[src/rtl/ramb18_burst_reader.sv]
// ramb18_burst_reader
//   Read-side sequencer for a 1024x18 dual-read-port RAMB18 buffer. A start
//   command streams a contiguous burst: even words come through port A and odd
//   words through port B, giving two words per clock. The words go out as a
//   36-bit valid/ready stream with backpressure.
//
// Ports
//   clk, rst                  clock, synchronous active-high reset
//   start, base_addr, count   burst command (start is sampled only when idle)
//   busy, done                status; done is a one-cycle pulse after drain
//   read_addr_a/b             registered read addresses to the buffer
//   read_data_a/b             buffer read data, one cycle after the address
//   out_data/mask/last        beat payload ([17:0] earlier word, [35:18] later)
//   out_valid, out_ready      stream handshake
//   stall_cycles              only with BURST_READER_STALL_CNT_EN defined:
//                             saturating count of valid && !ready cycles
//
// Optional feature macro: BURST_READER_STALL_CNT_EN
module ramb18_burst_reader #(
    parameter int unsigned ADDR_W     = 10,
    parameter int unsigned DATA_W     = 18,
    parameter int unsigned FIFO_DEPTH = 4
) (
    input  logic                clk,
    input  logic                rst,
    input  logic                start,
    input  logic [ADDR_W-1:0]   base_addr,
    input  logic [ADDR_W:0]     count,
    output logic                busy,
    output logic                done,
    output logic [ADDR_W-1:0]   read_addr_a,
    input  logic [DATA_W-1:0]   read_data_a,
    output logic [ADDR_W-1:0]   read_addr_b,
    input  logic [DATA_W-1:0]   read_data_b,
    output logic [2*DATA_W-1:0] out_data,
    output logic [1:0]          out_mask,
    output logic                out_last,
    output logic                out_valid,
`ifdef BURST_READER_STALL_CNT_EN
    output logic [15:0]         stall_cycles,
`endif
    input  logic                out_ready
);

    localparam int unsigned PtrW = $clog2(FIFO_DEPTH);
    localparam int unsigned CntW = $clog2(FIFO_DEPTH + 1);
    // FIFO entry layout: {last, mask[1:0], data}
    localparam int unsigned EntW = 2 * DATA_W + 3;

    typedef enum logic [1:0] {StIdle, StFetch, StDrain, StFin} state_e;

    state_e              state_q, state_d;
    logic [ADDR_W-1:0]   cur_q, cur_d;
    logic [ADDR_W:0]     rem_q, rem_d;
    logic [ADDR_W-1:0]   addr_a_q, addr_a_d, addr_b_q, addr_b_d;
    // Two-stage in-flight tracking: s1 = address on the bus, s2 = data on the bus.
    logic                s1_vld_q, s1_vld_d, s2_vld_q, s2_vld_d;
    logic [1:0]          s1_mask_q, s1_mask_d, s2_mask_q, s2_mask_d;
    logic                s1_last_q, s1_last_d, s2_last_q, s2_last_d;

    logic [EntW-1:0]     fifo_mem_q [FIFO_DEPTH];
    logic [PtrW-1:0]     wr_ptr_q, wr_ptr_d, rd_ptr_q, rd_ptr_d;
    logic [CntW-1:0]     fifo_cnt_q, fifo_cnt_d;
    logic [2*DATA_W-1:0] hold_data_q, hold_data_d;

    logic                issue, push, pop;
    logic [ADDR_W-1:0]   src_cur;
    logic [ADDR_W:0]     src_rem, step;
    logic [CntW:0]       used;
    logic [EntW-1:0]     head, push_entry;

    assign out_valid = (fifo_cnt_q != '0);
    assign head      = fifo_mem_q[rd_ptr_q];
    assign push      = s2_vld_q;
    assign pop       = out_valid && out_ready;
    // Upper word is zeroed for a single-word beat.
    assign push_entry = {s2_last_q, s2_mask_q,
                         (s2_mask_q[1] ? read_data_b : '0), read_data_a};
    // Credits: buffered beats plus reads still in the pipeline.
    assign used = (CntW+1)'(fifo_cnt_q) + (CntW+1)'(s1_vld_q) + (CntW+1)'(s2_vld_q);

    assign out_data    = out_valid ? head[2*DATA_W-1:0] : hold_data_q;
    assign out_mask    = out_valid ? head[EntW-2:EntW-3] : 2'b00;
    assign out_last    = out_valid ? head[EntW-1] : 1'b0;
    assign read_addr_a = addr_a_q;
    assign read_addr_b = addr_b_q;
    assign busy        = (state_q != StIdle);
    assign done        = (state_q == StFin);

    always_comb begin
        state_d   = state_q;
        cur_d     = cur_q;
        rem_d     = rem_q;
        addr_a_d  = addr_a_q;
        addr_b_d  = addr_b_q;
        s1_mask_d = s1_mask_q;
        s1_last_d = s1_last_q;
        s2_vld_d  = s1_vld_q;
        s2_mask_d = s1_mask_q;
        s2_last_d = s1_last_q;
        issue     = 1'b0;
        src_cur   = cur_q;
        src_rem   = rem_q;

        // FIFO bookkeeping first; DRAIN looks at the post-pop count.
        wr_ptr_d    = wr_ptr_q;
        rd_ptr_d    = rd_ptr_q;
        hold_data_d = hold_data_q;
        fifo_cnt_d  = fifo_cnt_q + CntW'(push) - CntW'(pop);
        if (push) begin
            wr_ptr_d = (wr_ptr_q == PtrW'(FIFO_DEPTH - 1)) ? '0 : wr_ptr_q + PtrW'(1);
        end
        if (pop) begin
            rd_ptr_d    = (rd_ptr_q == PtrW'(FIFO_DEPTH - 1)) ? '0 : rd_ptr_q + PtrW'(1);
            hold_data_d = head[2*DATA_W-1:0];
        end

        unique case (state_q)
            StIdle: begin
                if (start) begin
                    src_cur = base_addr;
                    src_rem = count;
                    // The pipeline is always empty in IDLE, so the first read
                    // issues on the same edge that accepts the command.
                    if (count != '0) begin
                        issue   = 1'b1;
                        state_d = StFetch;
                    end else begin
                        state_d = StFin;
                    end
                end
            end
            StFetch: begin
                if (rem_q == '0) begin
                    state_d = StDrain;
                end else if (used < (CntW+1)'(FIFO_DEPTH)) begin
                    issue = 1'b1;
                end
            end
            StDrain: begin
                if (!s1_vld_q && !s2_vld_q && fifo_cnt_d == '0) begin
                    state_d = StFin;
                end
            end
            StFin:   state_d = StIdle;
            default: state_d = StIdle;
        endcase

        step     = (src_rem >= (ADDR_W+1)'(2)) ? (ADDR_W+1)'(2) : src_rem;
        s1_vld_d = issue;
        if (issue) begin
            addr_a_d  = src_cur;
            addr_b_d  = src_cur + ADDR_W'(1);
            cur_d     = src_cur + ADDR_W'(2);
            rem_d     = src_rem - step;
            s1_mask_d = (src_rem >= (ADDR_W+1)'(2)) ? 2'b11 : 2'b01;
            s1_last_d = (src_rem <= (ADDR_W+1)'(2));
        end
    end

    always_ff @(posedge clk) begin
        if (rst) begin
            state_q     <= StIdle;
            cur_q       <= '0;
            rem_q       <= '0;
            addr_a_q    <= '0;
            addr_b_q    <= '0;
            s1_vld_q    <= 1'b0;
            s1_mask_q   <= '0;
            s1_last_q   <= 1'b0;
            s2_vld_q    <= 1'b0;
            s2_mask_q   <= '0;
            s2_last_q   <= 1'b0;
            wr_ptr_q    <= '0;
            rd_ptr_q    <= '0;
            fifo_cnt_q  <= '0;
            hold_data_q <= '0;
        end else begin
            state_q     <= state_d;
            cur_q       <= cur_d;
            rem_q       <= rem_d;
            addr_a_q    <= addr_a_d;
            addr_b_q    <= addr_b_d;
            s1_vld_q    <= s1_vld_d;
            s1_mask_q   <= s1_mask_d;
            s1_last_q   <= s1_last_d;
            s2_vld_q    <= s2_vld_d;
            s2_mask_q   <= s2_mask_d;
            s2_last_q   <= s2_last_d;
            wr_ptr_q    <= wr_ptr_d;
            rd_ptr_q    <= rd_ptr_d;
            fifo_cnt_q  <= fifo_cnt_d;
            hold_data_q <= hold_data_d;
        end
    end

    // Storage needs no reset: entries are only visible while counted.
    always_ff @(posedge clk) begin
        if (push) begin
            fifo_mem_q[wr_ptr_q] <= push_entry;
        end
    end

`ifdef BURST_READER_STALL_CNT_EN
    logic [15:0] stall_q, stall_d;

    always_comb begin
        stall_d = stall_q;
        if (state_q == StIdle && start) begin
            stall_d = '0;
        end else if (out_valid && !out_ready && stall_q != 16'hFFFF) begin
            stall_d = stall_q + 16'd1;
        end
    end

    always_ff @(posedge clk) begin
        if (rst) begin
            stall_q <= '0;
        end else begin
            stall_q <= stall_d;
        end
    end

    assign stall_cycles = stall_q;
`endif

endmodule

[config.mk]
export PLATFORM = sky130hd
export DESIGN_NAME = ramb18_burst_reader
export DESIGN_NICKNAME = d
export VERILOG_FILES = /design/src/rtl/ramb18_burst_reader.sv
export SDC_FILE = /design/constraint.sdc
export NUM_CORES = 1
export LEC_CHECK = 0
export BUFFER_PORTS_ARGS = -buffer_cell sky130_fd_sc_hd__buf_4
export CORE_UTILIZATION = 58
export CTS_BUF_LIST = sky130_fd_sc_hd__clkbuf_16
export DETAILED_ROUTE_END_ITERATION = 6
export PLACE_DENSITY_LB_ADDON = 0.3
export SLEW_MARGIN = 30
export SYNTH_ARGS = -nofsm -noshare
export SYNTH_HDL_FRONTEND = slang
export SYNTH_SLANG_ARGS = --single-unit
[constraint.sdc]
create_clock -name clk -period 4 [get_ports clk]
set_input_delay 0.2 -clock clk [delete_from_list [all_inputs] [get_ports clk]]
set_output_delay 0.2 -clock clk [all_outputs]
set_load 0.02 [all_outputs]
# == Word level (Yosys, flattened, before mapping) ==
# Memory sizes are Yosys's and may differ from the RTL's. A register that Yosys moved wholly into a read port is not among the register bits.
# Cells that the tools add are included.
# word_totals
mem_bits_ro,0
elab_cells,74
ramBits,156
latchBits,0
input_bits,61
register_bits,94
n_memories,1
# memory_table
memory,words,word_bits,rd,rd_clocked_by_memory_dff,wr,line_no,text
fifo_mem_q,4,39,1,1,1,61,logic [EntW-1:0] fifo_mem_q [FIFO_DEPTH];
# classes
n_mul,0
n_reduce_logical,12
n_eq_ne,8
magnitude_cmp,3
muxes,26
add_sub_neg,9
bitwise,0
div,0
shift,0
# ops
op,n
$mux 36,1
$mux 11,3
$mux 10,2
$mux 2,10
$mux 18,1
$ge 11x2->1 const B,1
$le 11x2->1 const B,1
$logic_not 11->1,1
$reduce_bool 11->1,1
$sub 11x11->11,1
$add 10x1->10 const B,1
$add 10x2->10 const B,1
$eq 2x2->1 const B,4
$pmux 2 s4,1
$mux 1,7
$ne 2x2->1 const B,3
$add 2x1->2 const B,2
$add 3x1->4,1
$add 4x1->4,1
$lt 4x3->1 const B,1
$add 3x1->3,1
$logic_and 1x1->1,3
$logic_not 3->1,1
$reduce_and 3->1,1
other kinds (7),8

# == Logic depth before layout (Yosys ltp) ==
# Gate-level depths: netlist of the first run.
# depth
depth_word,7
ltp_mapped,16

# == Worst setup path before layout of the first run ==
# Ideal clock, no wire load.
# synth_path
kind,register to register
from,register fifo_cnt_q[1]
to,register state_q[1]
path_stages_with_launch,16
arrival_ps,2820
setup_time_ps,134
setup_slack_ps,1046
cell_sequence,dfxtp_1 -> or3_1 -> clkbuf_1 -> nand2_1 -> inv_1 -> clkbuf_1 -> ha_1 -> inv_1 -> ha_1 -> inv_1 -> fa_1 -> nand3_1 -> o21ai_0 -> o211ai_1 -> a311oi_1 -> a211oi_1
# synth_via
elab_chain_len,7
# synth_rtl
item,line_no,text
"start, declared",63,"logic [CntW-1:0] fifo_cnt_q, fifo_cnt_d;"
"start signal, assigned",192,fifo_cnt_q <= fifo_cnt_d;
$reduce_bool 3->1,72,assign out_valid = (fifo_cnt_q != '0);
$logic_and 1x1->1,75,assign pop = out_valid && out_ready;
named net pop,66,"logic issue, push, pop;"
$sub 3x1->3,109,fifo_cnt_d = fifo_cnt_q + CntW'(push) - CntW'(pop);
$logic_not 3->1,141,if (!s1_vld_q && !s2_vld_q && fifo_cnt_d == '0) begin
$logic_and 1x1->1,141,
$ne 2x2->1 (no line),n/a,
$reduce_and 3->1 (no line),n/a,
"end signal, assigned",163,state_q <= StIdle;
"end signal, assigned",179,state_q <= state_d;
"end, declared",52,"state_e state_q, state_d;"
# The timed path passes the listed nets, and every way through them passes these cells.
# A chain may end at the register's enable or synchronous reset.

# == Final worst setup path of the first run ==
# layout_path
from,register fifo_cnt_q[1]
to,register state_q[1]
# layout_via
elab_chain_len,7
# layout_rtl
item,line_no
branches (longest 2 deep; another with $add 3x1->3),n/a
$sub 3x1->3 *,109
$logic_not 3->1 *,141
$logic_and 1x1->1 *,141
$ne 2x2->1 (no line) *,n/a
$reduce_and 3->1 (no line) *,n/a
# Mark *: on every way between the ends.

==> results of run 1 <==
==> placed cells by master (no fill, tap or decap), drive strengths merged, types with 4 or more instances in the layout <==
master | Yosys | layout
edfxtp | 156 | 156
nand2 | 132 | 132
buf | 19 | 130
dfxtp | 95 | 95
a21oi | 69 | 69
mux4 | 39 | 39
mux2 | 38 | 38
nor2 | 35 | 35
clkbuf | 30 | 26
and2 | 26 | 26
inv | 13 | 22
dlygate4sd3 | 0 | 22
ha | 17 | 17
a211oi | 13 | 13
o21ai | 13 | 13
nor3 | 12 | 12
mux2i | 12 | 12
clkinv | 0 | 11
nand3 | 8 | 8
xnor2 | 8 | 8
nor2b | 7 | 7
or3 | 7 | 7
and3 | 6 | 6
xor2 | 6 | 6
a31oi | 5 | 5
nor4 | 4 | 4
==> report_power, final <==
part / switching [uW] / internal (uW) / total, uW
sequential: 267 / 3140 / 3410
clock: 956 / 1310 / 2260
combinational: 1970 / 1490 / 3460
==> cell families after synthesis <==
family                   Yosys count  synth area share
AO/OA/AOI/OAI                    127            0.0722
XOR/XNOR                          14            0.0115
adder cells (fa/ha/maj)           18            0.0219
buffers and inverters             62            0.0279
flip-flops                       251             0.619
multiplexers                      89             0.136
other                              1          0.000352
AND/OR/NAND/NOR                  252             0.111
==> path summary, 6_finish.rpt <==
path | start | end | slack (ns)
worst max register to register | fifo_cnt_q[1]$_SDFF_PP0_ | state_q[1]$_SDFFE_PP0P_ | 1.02
worst min register to register | hold_data_q[33]$_SDFFE_PP0P_ | hold_data_q[33]$_SDFFE_PP0P_ | 0.45
worst min-delay path | read_data_b[10] | fifo_mem_q[2][28]$_DFFE_PP_ | 0.02
worst max-delay path | fifo_cnt_q[1]$_SDFF_PP0_ | state_q[1]$_SDFFE_PP0P_ | 1.02
==> worst max-delay path, cell delays in order, from the launching register on <==
cell	delay, ns
dfxtp_1	0.35
or3_2	0.50
nand2_1	0.10
inv_1	0.06
ha_1	0.27
inv_1	0.06
ha_1	0.13
inv_1	0.05
fa_1	0.50
nand3_1	0.08
o21ai_0	0.18
o211ai_1	0.19
a311oi_1	0.31
a211oi_1	0.08
==> sequential cells by signal, indices dropped and copies added (netlist names), 3 cells and up, named ones only <==
| signal | cells |
|---|---|
| cur_q | 10 |
| fifo_cnt_q | 3 |
| fifo_mem_q | 156 |
| hold_data_q | 36 |
| read_addr_a | 9 |
| read_addr_b | 10 |
| rem_q | 11 |
==> stage by stage <==
stage	total power, uW	hold slack (ns)	setup slack (ns)
after floorplan	5830	0.279	1.05
after global placement	6810	0.402	1.15
after detailed placement	6880	0.403	1.02
after CTS	9170	0.00763	0.972
after global routing	9620	0.0202	0.790
final	9130	0.0223	1.02
==> area by class of cell <==
cell class | instances | area (um2) | share of cell area
flip-flops and latches | 251 | 6590 | 0.518
multi-input cells | 501 | 3780 | 0.297
repair buffers | 152 | 1200 | 0.0943
clock buffers | 26 | 651 | 0.0511
well taps | 229 | 287 | 0.0225
clock inverters | 22 | 164 | 0.0129
inverters | 13 | 48.8 | 0.00384
==> layer usage <==
| metal | vias to the layer above | wire [um] | track usage |
|---|---|---|---|
| met2 | 230 | 11200 | 0.415 |
| met1 | 3375 | 9440 | 0.327 |
| met4 | 0 | 556 | 0.0757 |
| li1 | 3268 | - | - |
| met5 | - | 0 | 0 |
| met3 | 45 | 1370 | 0.0408 |
==> what timing repair did <==
| item | CTS | global route |
|---|---|---|
| hold buffers | 22 | 0 |
| hold endpoints to repair | 79 | 0 |
| setup buffers | 0 | 0 |
==> run summary, run 1 <==
Finished Layout Cells -> 1194
Boundary Pins -> 123
H-tree Lvls -> 1
yosys synthesis warning count -> 0
Avg WL per Cell -> 18.9 um
placed cell areas -> 11700 um2
Post-synth EDFFs -> 156
post-synth top area share -> 0.440
synth top area cells -> edfxtp_1 (44%), dfxtp_1 (18%), mux4_2 (8.3%)
outcome -> complete, no violations
core area -> 18000 um2
Netlist cell types -> 61
critical path startpoint category -> flip-flop
fmax -> 335 MHz
CTS tree -> done
ANT nets after route -> 0
peak supply drop -> 0.513 mV
synthesized cell area -> 10600 um2
Hold Crit Class -> in2reg
biggest area consumer among synthesized cells -> edfxtp_1
global-route wire length before repair -> 35.4 mm
LEAKAGE -> 0.00467 uW
sequential fraction of the synthesis area -> 0.619
Starting Density -> 0.592
drt pass-1 iters -> 5
Seq cells post-synth -> 251
vias in the first global route -> 6831
Final Hold Viols -> 0
Post-Syn Nets -> 893
Vias -> 6918
cts bufs inserted -> 26
Die Ht -> 137 um
worst slew pin tran -> 0.976 ns
pin count of the biggest net entering global routing -> 93
HPWL Detailed -> 13.3 mm
Post-synth top cells -> edfxtp_1 (156), nand2_1 (132), dfxtp_1 (95)
layout cell share with drive strength beyond 1 -> 0.262
Max Slew Vio Count -> 0
Post-CTS Resized -> 0
Setup TNS Final -> 0 ns
vias per cell -> 5.79
Clock Path Buffers -> 3
Synth Instances -> 814
Die X -> 137 um
RSZ-0062 raised after global routing -> false
CP arrival -> 3.36 ns
WL final -> 22.6 mm
DRC Markers -> 0
row count -> 49
final period utilization -> 0.746
most numerous cell in the Yosys netlist -> edfxtp_1
Clock Pin Slew Worst Setup and Hold Paths -> 0.06 ns
hold depth -> 2
max cap viols -> 0
Slew HR -> 0.330
Nets -> 1024
Post-Route Skew -> 0.0228 ns
worst skew pair latency -> 0.54 ns
# fillers -> 1210
Antenna Cells -> 0
Setup-failing EPs final -> 0
Pwr Density -> 717 nW/um2
CP Max Fanout -> 5
syn_area_per_cell -> 13.1 um2
initial drt markers -> 385
min cycle time layout -> 2.98 ns
Global Route Usage Sum -> 0.246
root buffer selected by CTS -> clkbuf_16
placed cells -> 1124
CTS Sinks -> 251
Worst EP required -> 4.38 ns
crit path capture type -> flip-flop
number of port buffers -> 122
post-route cell area -> 12700 um2
DIE AREA -> 18900 um2
Top FF cell, synth -> edfxtp_1
post-layout util -> 0.708
GRT Residual Overflow -> 0
critical path class -> reg2reg
antenna violations before repair -> 0
GP Congestion -> 0.927
fraction of registers with async set/reset -> 0
area added between synthesis and finish -> 19.6%
Reg2Reg Depth -> 13
No activity file was read; power rests on OpenSTA's default activity.
==> run 2: changes to the inputs <==
--- a/config.mk
+++ b/config.mk
@@ -6,7 +6,7 @@
 export NUM_CORES = 1
 export LEC_CHECK = 0
 export BUFFER_PORTS_ARGS = -buffer_cell sky130_fd_sc_hd__buf_4
-export CORE_UTILIZATION = 58
+export CORE_UTILIZATION = 53
 export CTS_BUF_LIST = sky130_fd_sc_hd__clkbuf_16
 export DETAILED_ROUTE_END_ITERATION = 6
 export PLACE_DENSITY_LB_ADDON = 0.3
==> constraint.sdc (replaced) <==
create_clock -name clk -period 2.49 [get_ports clk]
set_input_delay 0.1245 -clock clk [delete_from_list [all_inputs] [get_ports clk]]
set_output_delay 0.1245 -clock clk [all_outputs]
set_load 0.02 [all_outputs]
==> run 2 against run 1 <==
Against the previous run:
- the run now ends with setup timing left
- combinational power rose by 82%
- critical endpoint is now state_q[0]$_SDFFE_PP0P_
- sequential power rose by 59%
- clock skew down 0.0066 ns
- first-iteration DRC count grew 18%
- global-route usage shrank 0.47 points
==> run summary, run 2 (synthesis results as in run 1) <==
fin worst setup slack -> -0.0473 ns (was 1.02 ns)
worst-case hold path end point -> wr_ptr_q[0]$_SDFFE_PP0P_ (was fifo_mem_q[2][28]$_DFFE_PP_)
Setup-failing EPs final -> 2 (was 0)
number of port buffers -> 122 (unchanged)
Reg-to-Reg End -> state_q[0]$_SDFFE_PP0P_ (was state_q[1]$_SDFFE_PP0P_)
Die X -> 144 um (was 137 um)
minimum setup slack among reg-to-reg paths -> -0.05 ns (was 1.02 ns)
HPWL Detailed -> 14.7 mm (was 13.3 mm)
CP Max Fanout -> 3 (was 5)
Power, Total -> 15200 uW (was 9130 uW)
crit path capture type -> flip-flop (unchanged)
critical path startpoint category -> flip-flop (unchanged)
ANT nets after route -> 0 (unchanged)
antenna violations before repair -> 0 (unchanged)
WL final -> 24.0 mm (was 22.6 mm)
max cap viols -> 0 (unchanged)
DRC Markers -> 0 (unchanged)
core area -> 19600 um2 (was 18000 um2)
area added between synthesis and finish -> 26.0% (was 19.6%)
min cycle time layout -> 2.54 ns (was 2.98 ns)
Max Slew Vio Count -> 0 (unchanged)
worst skew pair latency -> 0.54 ns (about the same)
layout cell share with drive strength beyond 1 -> 0.309 (was 0.262)
Clock Pin Slew Worst Setup and Hold Paths -> 0.06 ns (about the same)
Nets -> 1089 (was 1024)
Antenna Cells -> 0 (unchanged)
Avg WL per Cell -> 18.6 um (was 18.9 um)
DIE AREA -> 20600 um2 (was 18900 um2)
Worst Hold Launch -> rst (was read_data_b[10])
Global Route Usage Sum -> 0.241 (was 0.246)
root buffer selected by CTS -> clkbuf_16 (unchanged)
Final Hold Viols -> 0 (unchanged)
post-layout util -> 0.684 (was 0.708)
Pwr Density -> 1130 nW/um2 (was 717 nW/um2)
H-tree Lvls -> 1 (unchanged)
CTS tree -> done (unchanged)
fmax -> 394 MHz (was 335 MHz)
worst path cell trace -> or3_4, nand2_2, inv_2, ha_4, inv_2, ha_4, inv_2, fa_1, nand3_1, o21ai_1, o211ai_1, buf_4, nor3_4, a211oi_1 (was or3_2, nand2_1, inv_1, ha_1, inv_1, ha_1, inv_1, fa_1, nand3_1, o21ai_0, o211ai_1, a311oi_1, a211oi_1)
row count -> 51 (was 49)
Worst EP required -> 2.89 ns (was 4.38 ns)
RSZ-0062 raised after global routing -> true (was false)
Hold Crit Class -> in2reg (unchanged)
max reg flops -> 156 (unchanged)
most frequent cells in the layout -> buf_4 (170), edfxtp_1 (156), nand2_1 (131) (was edfxtp_1 (156), nand2_1 (132), buf_4 (129))
outcome -> finished, violations left (was complete, no violations)
Setup TNS Final -> -0.0891 ns (was 0 ns)
Vias -> 7187 (was 6918)
Post-Route Skew -> 0.0161 ns (was 0.0228 ns)
final period utilization -> 1.02 (was 0.746)
Starting Density -> 0.543 (was 0.592)
violations in the final reports -> setup timing
# fillers -> 1392 (was 1210)
Largest regs -> fifo_mem_q (156), hold_data_q (36), rem_q (11) (unchanged)
vias per cell -> 5.55 (was 5.79)
Top delay family on crit path -> adder cells (unchanged)
drt pass-1 iters -> 5 (unchanged)
GP Congestion -> 0.910 (was 0.927)
worst reg2reg startpoint -> fifo_cnt_q[1]$_SDFF_PP0_ (unchanged)
CP arrival -> 2.94 ns (was 3.36 ns)
Largest Register -> fifo_mem_q (unchanged)
cts bufs inserted -> 26 (unchanged)
Reg2Reg Depth -> 14 (was 13)
vias in the first global route -> 7188 (was 6831)
initial drt markers -> 456 (was 385)
crit-path most repeated cell -> inv_2 (was inv_1)
crit-path max cell delay -> 0.49 ns (was 0.50 ns)
pin count of the biggest net entering global routing -> 58 (was 93)
worst slew pin tran -> 0.814 ns (was 0.976 ns)
Die Ht -> 144 um (was 137 um)
GRT Residual Overflow -> 0 (unchanged)
most common cell after layout, fill and taps aside -> buf_4 (was edfxtp_1)
global-route wire length before repair -> 37.9 mm (was 35.4 mm)
LEAKAGE -> 0.00497 uW (was 0.00467 uW)
CTS Sinks -> 251 (unchanged)
Buf+Inv Stages, Crit Path -> 4 (was 3)
critical path class -> reg2reg (unchanged)
Slew HR -> 0.457 (was 0.330)
hold depth -> 2 (unchanged)
Crit-path slowest cell -> fa_1 (was or3_2)
Clock Path Buffers -> 3 (unchanged)
Boundary Pins -> 123 (unchanged)
peak supply drop -> 0.675 mV (was 0.513 mV)
-- run 2: changes by cell type in the layout (fill, tap and decap cells not counted), sizes merged --
cell	before	now
buf	130	176
bufinv	2	0
clkinv	11	14
clkinvlp	0	3
dlygate4sd3	22	41
inv	22	18
-- run 2: power by group --
part           internal (uW)  total, uW  switching [uW]
combinational           2880       6280            3400
clock                   1910       3500            1600
sequential              5040       5430             384
total                   9830      15200            5370
-- run 2: worst max-delay path by stage --
stage,startpoint,to,slack [ns],depth (start not counted)
4_1_cts,fifo_cnt_q[1]$_SDFF_PP0_,state_q[1]$_SDFFE_PP0P_,-0.07,13
3_5_place_dp,fifo_cnt_q[0]$_SDFF_PP0_,state_q[1]$_SDFFE_PP0P_,-0.22,13
5_1_grt,fifo_cnt_q[1]$_SDFF_PP0_,state_q[0]$_SDFFE_PP0P_,-0.17,14
3_3_place_gp,fifo_cnt_q[0]$_SDFF_PP0_,state_q[1]$_SDFFE_PP0P_,-0.12,13
2_1_floorplan,fifo_cnt_q[1]$_SDFF_PP0_,state_q[1]$_SDFFE_PP0P_,-0.21,15
6_report,fifo_cnt_q[1]$_SDFF_PP0_,state_q[0]$_SDFFE_PP0P_,-0.05,14
-- run 2: layer usage --
layer	global-route usage	up-vias	share of wire
li1	-	3394	-
met1	0.313	3542	0.41
met2	0.425	210	0.52
met3	0.0383	41	0.052
met4	0.0588	0	0.021
met5	0	-	0
-- run 2: final cells by class --
class                   count  area (um2)  area share
clock buffers              26         651      0.0485
clock inverters            22         126     0.00942
inverters                  13        48.8     0.00364
flip-flops and latches    251        6590       0.492
well taps                 265         332      0.0247
repair buffers            217        1810       0.135
multi-input cells         501        3850       0.287
-- run 2: metrics by stage --
step           cell area (um2)  instances  setup WS [ns]  hold WS, ns
2_1_floorplan            10700        814         -0.214        0.203
3_3_place_gp             12100       1199         -0.121        0.326
3_5_place_dp             12100       1199         -0.218        0.327
4_1_cts                  13400       1293        -0.0694       0.0238
5_1_grt                  13400       1295         -0.166       0.0490
6_report                 13400       1295        -0.0473       0.0278
-- run 2: repair_timing --
action | in CTS | in global routing
hold endpoints to repair | 149 | 0
hold buffers | 41 | 0
pin swaps | 8 | 2
setup buffers | 5 | 2
endpoints found under the setup margin | 9 | 11
resized for setup | 7 | 5
==> run 3: changes to the inputs <==
--- a/config.mk
+++ b/config.mk
@@ -9,6 +9,7 @@
 export CORE_UTILIZATION = 53
 export CTS_BUF_LIST = sky130_fd_sc_hd__clkbuf_16
 export DETAILED_ROUTE_END_ITERATION = 6
+export MAX_ROUTING_LAYER = met4
 export PLACE_DENSITY_LB_ADDON = 0.3
 export SLEW_MARGIN = 30
 export SYNTH_ARGS = -nofsm -noshare
==> run 3 against run 2 <==
Against the previous run:
- the run still ends with setup timing left
- via count rose by 0.17%
- non-clock buffer count is the same
- critical path depth unchanged
- global-route usage up 0.12 points
- sequential share of layout area down 0.13 points
- core utilization is 0.20 points higher
- sequential cell count unchanged
- die area unchanged
- setup slack got worse by 0.0026 ns
- clock skew is 0.00083 ns lower
- combinational power is 1% higher
- largest power group unchanged
- highest routed layer unchanged
==> run summary, run 3 (synthesis results as in run 1) <==
antenna violations before repair -> 0 (unchanged)
Pwr Density -> 1140 nW/um2 (was 1130 nW/um2)
Final Hold Viols -> 0 (unchanged)
critical path startpoint category -> flip-flop (unchanged)
worst skew pair latency -> 0.53 ns (was 0.54 ns)
Clock Path Buffers -> 3 (unchanged)
max cap viols -> 0 (unchanged)
RSZ-0062 raised after global routing -> true (unchanged)
vias in the first global route -> 7282 (was 7188)
Largest regs -> fifo_mem_q (156), hold_data_q (36), rem_q (11) (unchanged)
number of port buffers -> 122 (unchanged)
violations in the final reports -> setup timing (unchanged)
Slew HR -> 0.466 (was 0.457)
GRT Residual Overflow -> 0 (unchanged)
global-route wire length before repair -> 37.3 mm (was 37.9 mm)
GP Congestion -> 0.924 (was 0.910)
switching pwr -> 5330 uW (was 5370 uW)
Avg WL per Cell -> 18.2 um (was 18.6 um)
Max Slew Vio Count -> 0 (unchanged)
root buffer selected by CTS -> clkbuf_16 (unchanged)
row count -> 51 (unchanged)
LEAKAGE -> 0.00501 uW (was 0.00497 uW)
outcome -> finished, violations left (unchanged)
Die Ht -> 144 um (unchanged)
Comb power frac -> 0.414 (was 0.413)
WL final -> 23.5 mm (was 24.0 mm)
ANT nets after route -> 0 (unchanged)
HPWL Detailed -> 14.4 mm (was 14.7 mm)
worst slew pin tran -> 0.800 ns (was 0.814 ns)
vias per cell -> 5.56 (was 5.55)
area added between synthesis and finish -> 26.4% (was 26.0%)
Setup-failing EPs final -> 2 (unchanged)
critical path class -> reg2reg (unchanged)
Vias -> 7199 (was 7187)
Reg power frac -> 0.351 (was 0.357)
H-tree Lvls -> 1 (unchanged)
Reg area -> 6600 um2 (was 6590 um2)
CTS Sinks -> 251 (unchanged)
# fillers -> 1356 (was 1392)
CP arrival -> 2.93 ns (was 2.94 ns)
most frequent cells in the layout -> buf_4 (170), edfxtp_1 (156), nand2_1 (131) (unchanged)
Worst EP required -> 2.88 ns (was 2.89 ns)
drt pass-1 iters -> 5 (unchanged)
min cycle time layout -> 2.54 ns (about the same)
cts bufs inserted -> 26 (unchanged)
DIE AREA -> 20600 um2 (unchanged)
core area -> 19600 um2 (unchanged)
initial drt markers -> 432 (was 456)
pin count of the biggest net entering global routing -> 63 (was 58)
Multi-input gate area -> 3860 um2 (was 3850 um2)
Largest Register -> fifo_mem_q (unchanged)
layout cell share with drive strength beyond 1 -> 0.308 (was 0.309)
Setup TNS Final -> -0.0824 ns (was -0.0891 ns)
fin worst setup slack -> -0.0499 ns (was -0.0473 ns)
most common cell after layout, fill and taps aside -> buf_4 (unchanged)
Nets -> 1089 (unchanged)
Clk pwr share -> 0.235 (was 0.230)
Post-Route Skew -> 0.0153 ns (was 0.0161 ns)
Hold Crit Class -> in2reg (unchanged)
max reg flops -> 156 (unchanged)
CP Max Fanout -> 3 (unchanged)
fmax -> 394 MHz (about the same)
CTS tree -> done (unchanged)
Sw Ratio -> 0.346 (was 0.353)
Global Route Usage Sum -> 0.243 (was 0.241)
crit path capture type -> flip-flop (unchanged)
Die X -> 144 um (unchanged)
Antenna Cells -> 0 (unchanged)
DRC Markers -> 0 (unchanged)
Starting Density -> 0.543 (unchanged)
pre-CTS WS -> -0.194 ns (was -0.218 ns)
Pint -> 10100 uW (was 9830 uW)
Clock Pin Slew Worst Setup and Hold Paths -> 0.06 ns (about the same)
peak supply drop -> 0.735 mV (was 0.675 mV)
Boundary Pins -> 123 (unchanged)
final period utilization -> 1.02 (about the same)
## run 3: per-layer routing
| metal | share of wire | routed length (um) | GRT usage |
|---|---|---|---|
| met1 | 0.41 | 9680 | 0.295 |
| met3 | 0.056 | 1320 | 0.0390 |
| met5 | 0 | 0 | - |
| met4 | 0.024 | 573 | 0.0739 |
| met2 | 0.51 | 12000 | 0.416 |
## run 3: final timing paths
kind,cells past startpoint,slack [ns],endpoint,startpoint
setup / recovery,14,-0.05,state_q[0]$_SDFFE_PP0P_,fifo_cnt_q[1]$_SDFF_PP0_
hold / removal,2,0.03,fifo_mem_q[0][28]$_DFFE_PP_,read_data_b[10]
setup reg to reg,14,-0.05,state_q[0]$_SDFFE_PP0P_,fifo_cnt_q[1]$_SDFF_PP0_
hold reg to reg,2,0.45,cur_q[8]$_SDFFE_PP0P_,cur_q[8]$_SDFFE_PP0P_
## run 3: critical path: stages, from the launching register on
cell      delay (ns)
dfxtp_2         0.32
or3_4           0.38
nand2_2         0.09
inv_2           0.05
ha_4            0.20
inv_2           0.05
ha_4            0.12
inv_2           0.03
fa_1            0.49
nand3_1         0.09
o21ai_1         0.13
o211ai_1        0.13
buf_4           0.17
nor3_2          0.12
a211oi_2        0.05
## run 3: what timing repair did
item,in CTS,in global routing
endpoints found under the hold margin,146,0
pin swaps,9,2
setup buffers,7,1
hold buffers,41,0
endpoints found under the setup margin,3,14
gates resized for setup,7,9
## run 3: cell type report
| type | instances | area share |
|---|---|---|
| Timing Repair Buffer | 217 | 0.134 |
| Multi-Input combinational cell | 501 | 0.287 |
| Clock buffer | 26 | 0.0484 |
| Clock inverter | 22 | 0.0114 |
| Inverter | 13 | 0.00363 |
| Sequential cell | 251 | 0.490 |
| Tap cell | 265 | 0.0247 |
## run 3: power groups by stage
stage          Combinational (uW)  Clock [uW]  Sequential (uW)
2_1_floorplan                3900           0             5510
5_1_grt                      6900        3850             5480
6_report                     6370        3620             5400
3_5_place_dp                 6040           0             5510
3_3_place_gp                 5980           0             5490
4_1_cts                      6290        3680             5400
## run 3: per-stage QoR
stage	instances	hold WS (ns)	utilization	cell area, um2	total power, uW
final	1295	0.0261	0.686	13400	15400
after global routing	1295	0.0358	0.686	13400	16200
after CTS	1294	0.0132	0.684	13400	15400
after detailed placement	1198	0.327	0.618	12100	11600
after global placement	1198	0.326	0.618	12100	11500
after floorplan	814	0.203	-	10700	9410
